--- src/rtl/gf180mcu_fd_sc_mcu9t5v0__xorn_pkg.sv ---
// Shared types and helpers for the XOR accumulator: packet state and
// saturating beat-count increment.
package gf180mcu_fd_sc_mcu9t5v0__xorn_pkg;

  typedef enum logic {
    IDLE = 1'b0,
    ACC  = 1'b1
  } state_t;

  // Increment val, clamping at the all-ones value of a width-bit counter.
  function automatic logic [31:0] sat_inc(input logic [31:0] val, input int width);
    logic [31:0] max_val;
    max_val = (width >= 32) ? 32'hFFFF_FFFF : ((32'h1 << width) - 32'h1);
    return (val >= max_val) ? max_val : (val + 32'h1);
  endfunction

endpackage

--- src/rtl/gf180mcu_fd_sc_mcu9t5v0__xorn_red.sv ---
// Combinational WIDTH-to-1 XOR reduction; synthesis balances it into a
// log-depth tree of two-input XOR cells.
module gf180mcu_fd_sc_mcu9t5v0__xorn_red #(
  parameter int WIDTH = 8
) (
  input  logic [WIDTH-1:0] data,
  output logic             parity
);

  assign parity = ^data;

endmodule

--- src/rtl/gf180mcu_fd_sc_mcu9t5v0__xorn_acc.sv ---
// Registered per-packet XOR checksum with valid/ready on both sides.
// Define GF180MCU_FD_SC_MCU9T5V0__XORN_ACC_CHECK_EN to compare against in_exp.
module gf180mcu_fd_sc_mcu9t5v0__xorn_acc
  import gf180mcu_fd_sc_mcu9t5v0__xorn_pkg::*;
#(
  parameter int WIDTH = 8,
  parameter int CNT_W = 8
) (
  input  logic             CLK,
  input  logic             RN,
  input  logic             in_valid,
  output logic             in_ready,
  input  logic [WIDTH-1:0] in_data,
  input  logic             in_last,
  input  logic [WIDTH-1:0] in_exp,
  output logic             out_valid,
  input  logic             out_ready,
  output logic [WIDTH-1:0] out_data,
  output logic             out_parity,
  output logic [CNT_W-1:0] out_beats,
  output logic             out_err
);

  state_t           state, state_nxt;
  logic [WIDTH-1:0] acc;
  logic [CNT_W-1:0] cnt;
  logic             accept;
  logic             first;
  logic [WIDTH-1:0] nxt;
  logic [CNT_W-1:0] cnt_inc;
  logic             par_nxt;

  // Ready depends only on the result register, never on in_valid.
  assign in_ready = !out_valid || out_ready;
  assign accept   = in_valid && in_ready;
  assign first    = (state == IDLE);
  assign nxt      = first ? in_data : (acc ^ in_data);
  assign cnt_inc  = CNT_W'(sat_inc(first ? 32'd0 : 32'(cnt), CNT_W));

  gf180mcu_fd_sc_mcu9t5v0__xorn_red #(
    .WIDTH (WIDTH)
  ) u_red (
    .data   (nxt),
    .parity (par_nxt)
  );

  always_comb begin
    state_nxt = state;
    if (accept) begin
      state_nxt = in_last ? IDLE : ACC;
    end
  end

  always_ff @(posedge CLK or negedge RN) begin
    if (!RN) begin
      state <= IDLE;
      acc   <= '0;
      cnt   <= '0;
    end else begin
      state <= state_nxt;
      if (accept) begin
        if (in_last) begin
          acc <= '0;
          cnt <= '0;
        end else begin
          acc <= nxt;
          cnt <= cnt_inc;
        end
      end
    end
  end

  // Result register: a new result may load on the same edge the old one retires.
  always_ff @(posedge CLK or negedge RN) begin
    if (!RN) begin
      out_valid  <= 1'b0;
      out_data   <= '0;
      out_parity <= 1'b0;
      out_beats  <= '0;
    end else if (accept && in_last) begin
      out_valid  <= 1'b1;
      out_data   <= nxt;
      out_parity <= par_nxt;
      out_beats  <= cnt_inc;
    end else if (out_ready) begin
      out_valid  <= 1'b0;
    end
  end

`ifdef GF180MCU_FD_SC_MCU9T5V0__XORN_ACC_CHECK_EN
  always_ff @(posedge CLK or negedge RN) begin
    if (!RN) begin
      out_err <= 1'b0;
    end else if (accept && in_last) begin
      out_err <= (nxt != in_exp);
    end
  end
`else
  logic unused_exp;
  assign unused_exp = ^in_exp;
  assign out_err    = 1'b0;
`endif

endmodule

--- config.mk ---
export PLATFORM = sky130hd
export DESIGN_NAME = gf180mcu_fd_sc_mcu9t5v0__xorn_acc
export DESIGN_NICKNAME = d
export VERILOG_FILES = /design/src/rtl/gf180mcu_fd_sc_mcu9t5v0__xorn_pkg.sv /design/src/rtl/gf180mcu_fd_sc_mcu9t5v0__xorn_red.sv /design/src/rtl/gf180mcu_fd_sc_mcu9t5v0__xorn_acc.sv
export SDC_FILE = /design/constraint.sdc
export NUM_CORES = 1
export LEC_CHECK = 0
export CAP_MARGIN = 20
export CORE_ASPECT_RATIO = 0.8
export CORE_MARGIN = 5
export CORE_UTILIZATION = 25
export CTS_CLUSTER_DIAMETER = 50
export DETAILED_ROUTE_END_ITERATION = 10
export DONT_BUFFER_PORTS = 1
export PLACE_DENSITY_LB_ADDON = 0.05
export SLEW_MARGIN = 20
export SYNTH_ARGS = -nofsm -noshare
export SYNTH_HDL_FRONTEND = slang
export SYNTH_SLANG_ARGS = --single-unit
--- constraint.sdc ---
create_clock -name CLK -period 2.7 [get_ports CLK]
set_input_delay 0.405 -clock CLK [delete_from_list [all_inputs] [get_ports CLK]]
set_output_delay 0.405 -clock CLK [all_outputs]
set_load 0.03 [all_outputs]
==> results of run 1 <==
## cell type report
type                            instances  share of cell area, %
Timing Repair Buffer                    4                   2.07
Sequential cell                        35                   40.3
Inverter                                3                  0.518
Multi-Input combinational cell        170                   46.3
Tap cell                              108                   6.21
Clock buffer                            8                   4.60
## layer usage
layer	vias to the layer above	wire length, um
met5	-	0
met4	0	33
met3	2	406
met2	37	2090
met1	720	2410
li1	750	-
## worst max-delay path, stage by stage (launching register included)
cell and delay [ns]:
dfrtp_1 0.50, nand2b_2 0.28, and2_1 0.43, nand2_1 0.38, o31ai_1 0.32
## flip-flops by register name, indices dropped and copies added (netlist names)
signal and flops:
out_data 8, out_parity 1, out_beats 8, state 1, out_valid 1, cnt 8
acc 8
## cell families after synthesis
| kind of cell | count (synthesis) |
|---|---|
| and+or+nand+nor | 79 |
| AOI/OAI and AO/OA | 57 |
| other | 1 |
| buffers and inverters | 17 |
| muxes | 6 |
| DFF | 35 |
| xor gates and xnor gates | 27 |
## through the flow
| stage | hold slack [ns] | area, um^2 | cells |
|---|---|---|---|
| finish | 0.215 | 2180 | 328 |
| global route | 0.187 | 2180 | 328 |
| CTS | 0.193 | 2180 | 328 |
| detailed placement | 0.111 | 2050 | 318 |
| global placement | 0.111 | 2050 | 318 |
| floorplan | 0.109 | 2000 | 222 |
## power by group
| group | total [mW] | leakage [nW] | internal (mW) | switching, mW |
|---|---|---|---|---|
| combinational | 0.363 | 0.368 | 0.173 | 0.190 |
| clock | 0.430 | 0.0515 | 0.233 | 0.197 |
| sequential | 0.809 | 0.439 | 0.608 | 0.200 |
## final timing paths
check                      startpoint      endpoint  slack (ns)  depth (start not counted)
max                         out_valid  out_beats[6]        0.70                          4
min                           in_last        acc[5]        0.21                          1
max reg2reg                 out_valid  out_beats[6]        0.70                          4
min reg2reg                    cnt[5]        cnt[5]        0.56                          2
max in group asynchronous          RN        cnt[2]        1.93                          2
min in group asynchronous          RN   out_data[5]        0.58                          2
## cells in the final DEF, fill, tap and decap left out
cell / n
o21ai_1: 9
o31ai_1: 2
a41oi_1: 1
nor3b_1: 1
nor2_1: 26
mux2i_1: 6
nand2_4: 1
or3_4: 2
nor2b_1: 1
clkbuf_1: 1
dlygate4sd3_1: 1
a311oi_1: 1
and2b_1: 1
buf_4: 2
xnor2_1: 16
a31oi_1: 3
nor3_1: 4
nand3_1: 3
dfrtp_1: 35
a21o_1: 1
and2_1: 2
and2_2: 2
clkbuf_8: 7
buf_12: 1
nand4_4: 1
nand2_1: 30
o21ai_0: 9
xor2_1: 11
o211ai_1: 3
o221ai_1: 1
or2_1: 1
inv_1: 3
o22ai_1: 2
o22a_1: 1
a21oi_1: 24
and3_1: 2
nand3_2: 1
nand2b_2: 1
conb_1: 1
==> results.yml, run 1 <==
drt:
  drtPass1Iterations: 4
  ant_nets: 0
  vias_per_cell: 4.60
  drc: 0
  route.vias.total: 1509
  wl_um: 4940
  drt-initial-drc-count: 62
  wl_per_cell_um: 15.1
final_layout:
  drive_above_1_share_pct: 8.18
  post-route-util_pct: 27.6
  register_area_um2: 876
  area_growth_pct: 8.76
  antenna_cells: 0
  fillers: 835
  multi_input_area_mm2: 0.00101
  fin_nets: 240
sta:
  maxSlewViolCount: 0
  finalCritPeriodShare_pct: 74.2
  tns_ns: 0
  rsz0062_at_grt: "no"
  fmax_mhz: 499
  fin_crit_ns: 2.00
  worst_slack_ns: 0.697
  finClkSkew_ns: 0.00402
  hold_violations: 0
  setup_viol: 0
synthesis:
  avgSynthCellArea_um2: 9.01
  synthTopCellsByArea: "dfrtp_1, xnor2_1, a21oi_1, nand2_1, nor2_1"
  synth_edf_count: 0
  synthMostInstantiatedCell: "dfrtp_1"
  yosys_most_used_dff: "dfrtp_1"
  synth_top_family_by_area: "simple AND/OR/NAND/NOR gates"
  synthSimpleGateAreaFrac_pct: 19.3
  ys_types: 39
  synth_mux_area_share_pct: 3.00
  synth_compound_area_share_pct: 16.1
  synthArstFlopShare_pct: 100
  syn_inst: 222
  synth_seq_cells: 35
  synth_xor_area_share_pct: 11.8
  netlist.area_leader.share_pct: 43.8
  synth_seq_area_share_pct: 43.8
  ys.warnings.count: 0
  syn_nets: 243
  syn-cell-area_mm2: 0.00200
  synth_area_leader_cell: "dfrtp_1"
  synthAdderAreaFrac_pct: 0
  netlist_top_cells_count: "dfrtp_1, nand2_1, nor2_1"
place:
  hpwl_um: 3300
  io_buffers: 0
  place_ws_ns: 0.681
  gp_congestion: 0.744
global_routing:
  grt_usage_pct: 10.5
  busiest_layer: "met1"
  grt_use_met3_pct: 3.58
  antenna_found_initial: 0
  grt_pass1_vias: 1444
  grt_pass1_wl_um: 8030
  grt_use_met1_pct: 15.4
  grt_max_degree: 36
  grt-ovfl-total: 0
  grt_use_met2_pct: 14.4
clock_network:
  clk_pin_slew_ns: 0.08
  post_cts_buffers: 0
  root_buffer: "clkbuf_8"
  cts_resized: 0
  h-tree-depth: 2
  clockBufferDepth: 2
  clk_latency_ns: 0.28
  holdBufCountCts: 2
  cts_tree: "yes"
  cts_buffers: 5
  numClockSinks: 35
worst_setup_path:
  endpoint_kind: "flop"
  crit_type: "flop to flop"
  worstPathArrival_ns: 2.19
  crit_path_start_kind: "flop"
  cp_max_fo: 13
  crit_required_ns: 2.89
pwr:
  finalPower_mw: 1.60
  peakVddDrop_mv: 0.178
  power.density_mw_per_mm2: 736
  p_leak_nw: 0.859
die:
  die_x_um: 110
  fp.dieH_um: 90.0
  initial_core_util_pct: 25.4
  die_area_mm2: 0.00990
  row_count: 29
  core_mm2: 0.00787
  boundaryPins: 41
status:
  outcome: "finished clean"
run:
  maxCapViolations: 0
worst_hold_path:
  hold_path.class: "input port to flop"
Note: power is estimated with default switching activity, not from simulation.
==> run 2: changes to the inputs <==
==> constraint.sdc (replaced) <==
create_clock -name CLK -period 2.1 [get_ports CLK]
set_input_delay 0.315 -clock CLK [delete_from_list [all_inputs] [get_ports CLK]]
set_output_delay 0.315 -clock CLK [all_outputs]
set_load 0.03 [all_outputs]
==> results.yml, run 2 (synthesis gave the netlist of run 1 again) <==
global_routing:
  grt_max_degree: 36
  grt-ovfl-total: 0
  antenna_found_initial: 0
  grt_usage_pct: 10.6
  grt_pass1_wl_um: 8080
  grt_pass1_vias: 1447
final_layout:
  fillers: 851
  mostFrequentLayoutCell: "dfrtp_1"
  final_cell_area_mm2: 0.00219
  fin_nets: 243
  antenna_cells: 0
  drive_above_1_share_pct: 9.46
  finalNonFillerCells: 330
  final_cell_mix: "dfrtp_1, nand2_1, nor2_1"
  area_growth_pct: 9.26
place:
  place_inst: 321
  io_buffers: 0
  gp_congestion: 0.730
  place_ws_ns: 0.214
  placed_area_mm2: 0.00207
  hpwl_um: 3330
pwr:
  peakVddDrop_mv: 0.273
  power.density_mw_per_mm2: 930
  p_leak_nw: 0.869
sta:
  hold_violations: 0
  rsz0062_at_grt: "no"
  hold_slack_ns: 0.112
  setup_viol: 0
  fin_crit_ns: 1.89
  worst_slack_ns: 0.215
  finalCritPeriodShare_pct: 89.8
  maxSlewViolCount: 0
  tns_ns: 0
  fmax_mhz: 530
  finClkSkew_ns: 0.00710
worst_setup_path:
  slowest_stage: "dfrtp_1"
  crit_required_ns: 2.29
  crit_chain: "nand2b_2 -> and2_1 -> nand2_1 -> o31ai_1"
  crit_type: "flop to flop"
  cp_max_fo: 13
  worstPathArrival_ns: 2.08
  endpoint_kind: "flop"
  critical_path.max_stage_delay_ns: 0.50
  crit_path_start_kind: "flop"
run:
  maxCapViolations: 0
drt:
  ant_nets: 0
  wl_um: 4890
  drc: 0
  route.vias.total: 1463
  drt-initial-drc-count: 67
  drtPass1Iterations: 5
  wl_per_cell_um: 14.8
  vias_per_cell: 4.43
clock_network:
  h-tree-depth: 2
  post_cts_buffers: 0
  clk_pin_slew_ns: 0.08
  cts_tree: "yes"
  cts_resized: 0
  clockBufferDepth: 2
  holdBufCountCts: 2
  clk_latency_ns: 0.29
  numClockSinks: 35
  cts_buffers: 5
  root_buffer: "clkbuf_8"
die:
  fp.dieH_um: 90.0
  initial_core_util_pct: 25.4
  core_mm2: 0.00787
  die_area_mm2: 0.00990
  row_count: 29
  boundaryPins: 41
  die_x_um: 110
status:
  outcome: "finished clean"
worst_hold_path:
  hold_path.class: "input port to flop"
## run 2: cell count changes in the layout (fill, tap and decap cells not counted)
cell	previous run	this run
buf_4	2	5
clkinv_2	0	1
clkbuf_8	7	6
clkbuf_1	1	0
## run 2: worst max-delay path, delay by kind of cell (launching register included)
family / cells / cell delay, ns
compound gates: 1 / 0.33
flops: 1 / 0.50
simple gates: 3 / 0.96
## run 2: final timing paths
check / startpoint / to / slack (ns) / depth (start not counted)
max: out_valid / out_beats[6] / 0.21 / 4
min: in_last / acc[2] / 0.11 / 1
max reg2reg: out_valid / out_beats[6] / 0.21 / 4
min reg2reg: cnt[5] / cnt[5] / 0.56 / 2
max in group asynchronous: RN / acc[3] / 1.43 / 2
min in group asynchronous: RN / out_data[5] / 0.48 / 2
## run 2: final cells by class
type	count	area (um^2)	area share [%]
Clock buffer	6	82.6	3.78
Clock inverter	1	5.00	0.229
Inverter	3	11.3	0.515
Multi-Input combinational cell	170	1010	46.1
Sequential cell	35	876	40.1
Tap cell	108	135	6.18
Timing Repair Buffer	7	67.6	3.09
## run 2: metal layers
metal	track usage, %	wire [um]	up-vias
li1	-	-	753
met1	14.9	2460	678
met5	0	0	-
met2	15.1	2080	28
met3	3.65	303	4
met4	3.12	46	0
## run 2: stage by stage
| step | power (mW) | utilization [%] |
|---|---|---|
| global route | 2.17 | 27.8 |
| floorplan | 1.44 | - |
| detailed placement | 1.52 | 26.3 |
| CTS | 2.07 | 27.8 |
| global placement | 1.51 | 26.3 |
| finish | 2.03 | 27.8 |
## run 2: where the power goes
part	switching (mW)	internal (mW)
Sequential	0.250	0.782
Combinational	0.253	0.228
Clock	0.261	0.258
Total	0.764	1.27
==> run 3: changes to the inputs <==
==> constraint.sdc (replaced) <==
create_clock -name CLK -period 2.38 [get_ports CLK]
set_input_delay 0.357 -clock CLK [delete_from_list [all_inputs] [get_ports CLK]]
set_output_delay 0.357 -clock CLK [all_outputs]
set_load 0.03 [all_outputs]
==> results.yml, run 3 (synthesis gave the netlist of run 1 again) <==
clock_network:
  cts_resized: 0
  root_buffer: "clkbuf_8"
  clockBufferDepth: 2
  cts_tree: "yes"
  cts_buffers: 5
  clk_pin_slew_ns: 0.08
  clk_latency_ns: 0.28
  h-tree-depth: 2
  post_cts_buffers: 0
  numClockSinks: 35
worst_setup_path:
  endpoint_kind: "flop"
  crit_type: "flop to flop"
  reg2reg_to: "cnt[2]"
  crit_required_ns: 2.58
  r2r.worst_path.cells: 4
  cp_max_fo: 13
  crit_path_start_kind: "flop"
  worstPathArrival_ns: 2.01
  critical_path.max_stage_delay_ns: 0.63
  r2r_setup_slack_ns: 0.58
  slowest_stage: "dfrtp_1"
  cpMostUsedCell: "or3_4"
  crit_chain: "nand3_2 -> or3_4 -> or3_4 -> o211ai_1"
  r2r-start: "state"
sta:
  hold_violations: 0
  finalCritPeriodShare_pct: 75.8
  rsz0062_at_grt: "no"
  worst_slack_ns: 0.576
  maxSlewViolCount: 0
  fmax_mhz: 554
  setup_viol: 0
  fin_crit_ns: 1.80
  hold_slack_ns: 0.160
  tns_ns: 0
  finClkSkew_ns: 0.00594
pwr:
  internal_power_mw: 1.15
  p_sw_share_pct: 36.6
  seqPwrFrac_pct: 50.3
  power.density_mw_per_mm2: 832
  combPwrFrac_pct: 22.7
  p_leak_nw: 0.864
  clockPowerShare_pct: 27.0
  p_sw_mw: 0.664
  peakVddDrop_mv: 0.299
drt:
  drc: 0
  wl_per_cell_um: 14.8
  drtPass1Iterations: 4
  drt-initial-drc-count: 59
  ant_nets: 0
  route.vias.total: 1517
  vias_per_cell: 4.61
  wl_um: 4860
global_routing:
  grt_pass1_wl_um: 7970
  grt_usage_pct: 10.4
  grt_pass1_vias: 1454
  grt_max_degree: 36
  antenna_found_initial: 0
  grt-ovfl-total: 0
die:
  die_area_mm2: 0.00990
  initial_core_util_pct: 25.4
  die_x_um: 110
  fp.dieH_um: 90.0
  row_count: 29
  boundaryPins: 41
  core_mm2: 0.00787
final_layout:
  mostFrequentLayoutCell: "dfrtp_1"
  antenna_cells: 0
  area_growth_pct: 9.13
  final_cell_mix: "dfrtp_1, nand2_1, nor2_1"
  fin_nets: 241
  final_cell_area_mm2: 0.00218
  drive_above_1_share_pct: 8.60
worst_hold_path:
  hold_path.class: "input port to flop"
  hold_start: "in_last"
  hold_depth: 1
  hold_end: "acc[5]"
status:
  outcome: "finished clean"
place:
  placed_area_mm2: 0.00205
  place_ws_ns: 0.602
  hpwl_um: 3270
  io_buffers: 0
  gp_congestion: 0.750
run:
  maxCapViolations: 0
run 3: critical path, delay by kind of cell (launching register included):
family,cells,cell delay (ns)
simple gates,3,0.99
flops,1,0.63
compound gates,1,0.10
run 3: through the flow:
step                util (%)  power, mW  std cells
finish                  27.7       1.82        329
global route            27.7       1.94        329
CTS                     27.7       1.86        329
detailed placement      26.1       1.33        319
global placement        26.1       1.33        319
floorplan                  -       1.27        222
run 3: area by class of cell:
class	instances	area (um^2)
Sequential cell	35	876
Fill cell	876	5690
Clock buffer	8	100
Inverter	3	11.3
Tap cell	108	135
Timing Repair Buffer	5	52.6
Multi-Input combinational cell	170	1010
run 3: power by group through the flow:
stage,logic (mW),clock network (mW),registers [mW]
finish,0.412,0.490,0.914
global route,0.471,0.533,0.935
CTS,0.423,0.515,0.920
detailed placement,0.400,0,0.932
global placement,0.397,0,0.928
floorplan,0.386,0,0.885
run 3: timing repair:
| item | CTS | global route |
|---|---|---|
| hold endpoints to repair | 35 | 0 |
| hold buffers | 2 | 0 |
| setup endpoints to repair | 0 | 0 |
run 3: how the worst max path moves through the flow:
stage / startpoint / endpoint / slack [ns] / depth (start not counted)
finish: state / cnt[2] / 0.58 / 4
global route: state / cnt[1] / 0.49 / 4
CTS: state / cnt[2] / 0.58 / 4
detailed placement: state / cnt[2] / 0.60 / 4
global placement: state / cnt[1] / 0.61 / 4
floorplan: out_valid / out_beats[6] / 0.76 / 7
run 3: per-layer routing:
metal,global-route usage [%],share of wire [%],up-vias
li1,-,-,746
met1,14.8,48,736
met2,15.0,45,30
met3,3.58,6.0,5
met4,2.80,1.0,0
met5,0,0,-
